[src/rtl/serial_subtractor.sv]
// Bit-serial WIDTH-bit subtractor (A - B, LSB first) with start/busy/done handshake.
// Define SERIAL_SUB_BIN_EN to add the bin port that seeds the borrow flop for chained words.
`timescale 1ns/1ps
module serial_subtractor #(
    parameter int WIDTH = 8
) (
    input  logic             clk,
    input  logic             rst_n,
    input  logic             start,
    input  logic [WIDTH-1:0] a,
    input  logic [WIDTH-1:0] b,
`ifdef SERIAL_SUB_BIN_EN
    input  logic             bin,
`endif
    output logic             busy,
    output logic             done,
    output logic [WIDTH-1:0] diff,
    output logic             borrow
);
    localparam int CW = (WIDTH > 1) ? $clog2(WIDTH) : 1;

    typedef enum logic [1:0] {
        IDLE = 2'd0,
        RUN  = 2'd1,
        DONE = 2'd2
    } state_t;

    state_t          state_r;
    state_t          state_s;
    logic [WIDTH-1:0] sa_r;
    logic [WIDTH-1:0] sb_r;
    logic [WIDTH-1:0] sd_r;
    logic [CW-1:0]    cnt_r;
    logic             br_r;
    logic             d_s;
    logic             br_s;
    logic             last_s;
    logic             seed_s;

    function automatic logic fs_diff(input logic x, input logic y, input logic bi);
        return x ^ y ^ bi;
    endfunction

    function automatic logic fs_borrow(input logic x, input logic y, input logic bi);
        return (~x & y) | (~(x ^ y) & bi);
    endfunction

    // Full-subtractor cell on the current operand LSBs plus last-bit detect
    always_comb begin
        d_s    = fs_diff(sa_r[0], sb_r[0], br_r);
        br_s   = fs_borrow(sa_r[0], sb_r[0], br_r);
        last_s = (cnt_r == CW'(WIDTH - 1));
    end

    // Borrow seed taken on the accepting edge
    always_comb begin
        seed_s = 1'b0;
`ifdef SERIAL_SUB_BIN_EN
        seed_s = bin;
`else
        seed_s = 1'b0;
`endif
    end

    // State register
    always_ff @(posedge clk) begin
        if (!rst_n) begin
            state_r <= IDLE;
        end else begin
            state_r <= state_s;
        end
    end

    // Next-state logic; start is only honoured in IDLE
    always_comb begin
        state_s = state_r;
        case (state_r)
            IDLE: begin
                if (start) state_s = RUN;
                else       state_s = IDLE;
            end
            RUN: begin
                if (last_s) state_s = DONE;
                else        state_s = RUN;
            end
            DONE:    state_s = IDLE;
            default: state_s = IDLE;
        endcase
    end

    // Handshake outputs decoded straight from the state register
    always_comb begin
        busy = (state_r == RUN);
        done = (state_r == DONE);
    end

    // Operand/result shift registers, bit counter, borrow flop and result registers
    always_ff @(posedge clk) begin
        if (!rst_n) begin
            sa_r   <= '0;
            sb_r   <= '0;
            sd_r   <= '0;
            cnt_r  <= '0;
            br_r   <= 1'b0;
            diff   <= '0;
            borrow <= 1'b0;
        end else begin
            case (state_r)
                IDLE: begin
                    if (start) begin
                        sa_r  <= a;
                        sb_r  <= b;
                        sd_r  <= '0;
                        cnt_r <= '0;
                        br_r  <= seed_s;
                    end
                end
                RUN: begin
                    sa_r  <= {1'b0, sa_r[WIDTH-1:1]};
                    sb_r  <= {1'b0, sb_r[WIDTH-1:1]};
                    sd_r  <= {d_s, sd_r[WIDTH-1:1]};
                    cnt_r <= cnt_r + CW'(1);
                    br_r  <= br_s;
                    // Publish the result including the bit being processed now
                    if (last_s) begin
                        diff   <= {d_s, sd_r[WIDTH-1:1]};
                        borrow <= br_s;
                    end
                end
                default: begin
                    sa_r <= sa_r;
                end
            endcase
        end
    end

endmodule
[config.mk]
export PLATFORM = sky130hd
export DESIGN_NAME = serial_subtractor
export DESIGN_NICKNAME = d
export VERILOG_FILES = /design/src/rtl/serial_subtractor.sv
export SDC_FILE = /design/constraint.sdc
export NUM_CORES = 1
export LEC_CHECK = 0
export ABC_AREA = 1
export ABC_CLOCK_PERIOD_IN_PS = 1300
export BUFFER_PORTS_ARGS = -buffer_cell sky130_fd_sc_hd__buf_2
export CORE_ASPECT_RATIO = 1.75
export CORE_MARGIN = 2
export CORE_UTILIZATION = 54
export CTS_BUF_LIST = sky130_fd_sc_hd__clkbuf_4 sky130_fd_sc_hd__clkbuf_8 sky130_fd_sc_hd__clkbuf_16
export DETAILED_ROUTE_END_ITERATION = 8
export PLACE_DENSITY = 0.77
export SYNTH_ARGS = -nofsm -noshare
export SYNTH_HDL_FRONTEND = slang
export SYNTH_SLANG_ARGS = --single-unit
[constraint.sdc]
create_clock -name clk -period 1.3 [get_ports clk]
set_clock_uncertainty 0.05 [all_clocks]
set_input_delay 0.13 -clock clk [delete_from_list [all_inputs] [get_ports clk]]
set_output_delay 0.13 -clock clk [all_outputs]
set_load 0.03 [all_outputs]
==> run metrics <==
status finished clean; Max Slew Vio Count 0; TritonCTS clock tree built; final cell count without fillers 332; reg2reg setup slack 100 ps; Starting Density 0.556; Die Span X 46.5 um; Synth Register Bits 38; Hold WC Path Type primary input to flop; CP max FO 9; DRC violations left 0; worst reg2reg endpoint diff[2]; Yosys top cell by area dfxtp_1; Critical Path Sink done; worst path arrival time ~1100 ps; DP Worst Slack 70.2 ps; crit path capture type primary output; post-layout util 0.686; clk_lat worst skew 290 ps; largest net degree at the start of global routing 25; vias roughly 1500; drt wl/cell 10.1 um; Post-Syn Area 1710 um2; DP Wirelength 2.34 mm; r2r startpoint cnt_r[0]; Area growth, synth to finish 23.4%; minimum clock period 1260 ps; reported max-cap violation count 0; Cells after DPL 321; Post-Syn Nets around 270; # clock sinks 38; post-synth top area share 0.445; setup ws final 39.7 ps; Setup crit start state_r[0]; final net count 310; Synth Instances 252; Yosys cell types 17; Setup CP Type flop to primary output; Root Buffer clkbuf_8; Bufs on Longest Clock Path 2; Clk pin slew, worst setup/hold paths around 70 ps; Via density ~4.6; final setup fails 0; Synth area leaders dfxtp_1 45%, nand2_1 22%, nor2_1 7.5%; number of global-route vias before repair 1311; Critical Path RT 1120 ps; drt initial violations 21; Final period util 0.969; initial antenna violation count 0; final hold violations 0; die height 78.4 um; fraction of layout cells with a size suffix above 1 0.221; Global Route Usage Sum 0.198; CTS buffer count 5; f_max about 790 MHz; Synth Warn # 0; Peak supply drop 878 uV; Power, Total roughly 2.6 mW; 1st-pass router iterations 4; Total Wirelength 3.35 mm; share of the yosys chip area belonging to registers 0.445; Critical Path Start Type flop; P_leak 1.06 nW; Post-DRT Antenna Nets 0; # rows 27; synthesized area per cell 6.78 um2; Ports 30; setup_tns 0 ps; die area 3650 um2; Pwr per Cell Area 1220 nW/um2; gpl congestion 0.787; first-pass GRT wire length 5.37 mm; Worst-Margin Slew 379 ps; R2R cell count 6; grt ovf 0; H-tree levels 2; Port Buf Inserts 29; # diodes 0; max_slew headroom 0.747; core area roughly 3100 um2
-- layout make-up --
cell class | instances | area, um2
clock inverters | 3 | 40.0
flip-flops and latches | 38 | 771
repair buffers | 42 | 293
inverters | 22 | 82.6
multi-input cells | 179 | 801
fillers | 286 | 965
clock buffers | 5 | 68.8
well taps | 43 | 53.8
-- stage by stage --
stage	hold WS, ps	instance area, um2
5_1_grt	79.9	2110
2_1_floorplan	227	1710
3_3_place_gp	362	1940
6_report	66.8	2110
4_1_cts	63.4	2060
3_5_place_dp	369	1940
-- synth_stat cells (all sizes together) --
cell type and instances:
nand3 24, nor2 36, o21ai 2, a21oi 13, inv 22, dfxtp 38
nand2 100, fa 1, buf 14, ha 2
-- critical path, cell delays in order (launching register included) --
cell and delay (ps):
dfxtp_4 370, buf_4 170, nor2_2 100, buf_4 160
-- what timing repair did --
action,4_1_cts,5_1_grt
endpoints found under the hold margin,0,0
gates resized for setup,8,7
setup endpoints to repair,2,15
gates cloned,0,1
pin swaps,0,2
setup buffers,0,3
hold buffers,0,0
-- layer usage --
| layer | global-route usage | vias to the layer above | part of all wire | routed length [um] |
|---|---|---|---|---|
| met1 | 0.224 | 663 | 0.43 | 1440 |
| met3 | 0.0506 | 8 | 0.037 | 123 |
| met5 | 0 | - | 0 | 0 |
| met4 | 0.0943 | 0 | 0.022 | 72 |
| met2 | 0.329 | 36 | 0.51 | 1720 |
| li1 | - | 835 | - | - |
-- cells in the final DEF, fill, tap and decap left out, drive strengths merged --
cell and n:
a21oi 13, buf 42, bufinv 1, clkbuf 5
clkinv 2, dfxtp 38, fa 1, ha 2
inv 22, nand2 100, nand3 24, nor2 37
o21ai 2
-- logic make-up (layout without fill, tap and decap cells) --
logic type | count (synthesis) | in the layout | synth area share
flops | 38 | 38 | 0.445
fa+ha+maj | 3 | 3 | 0.0264
compound gates | 15 | 15 | 0.0461
buf+inv | 36 | 72 | 0.102
simple gates | 160 | 161 | 0.381
-- registers in the layout, indices dropped and copies added, names as in the netlist --
| register | count |
|---|---|
| br_r | 1 |
| sb_r | 8 |
| diff | 8 |
| borrow | 1 |
| state_r | 2 |
| sa_r | 8 |
| cnt_r | 3 |
| sd_r | 7 |
-- worst min path at each step --
stage          startpoint    endpoint  slack [ps]  cells after the start
2_1_floorplan       start  state_r[0]         230                      2
3_3_place_gp         a[7]     sa_r[7]         360                      3
3_5_place_dp         b[7]     sb_r[7]         370                      3
4_1_cts              b[7]     sb_r[7]          60                      3
5_1_grt              a[7]     sa_r[7]          80                      3
6_report             b[7]     sb_r[7]          70                      3
-- power by group --
part           switching, mW  internal, mW  leakage, nW  total [mW]
combinational          0.196         0.151        0.689       0.346
sequential            0.0317          1.22        0.313        1.25
clock                  0.421         0.565       0.0579       0.986
total                  0.649          1.93         1.06        2.58
(Power assumes the default switching activity.)
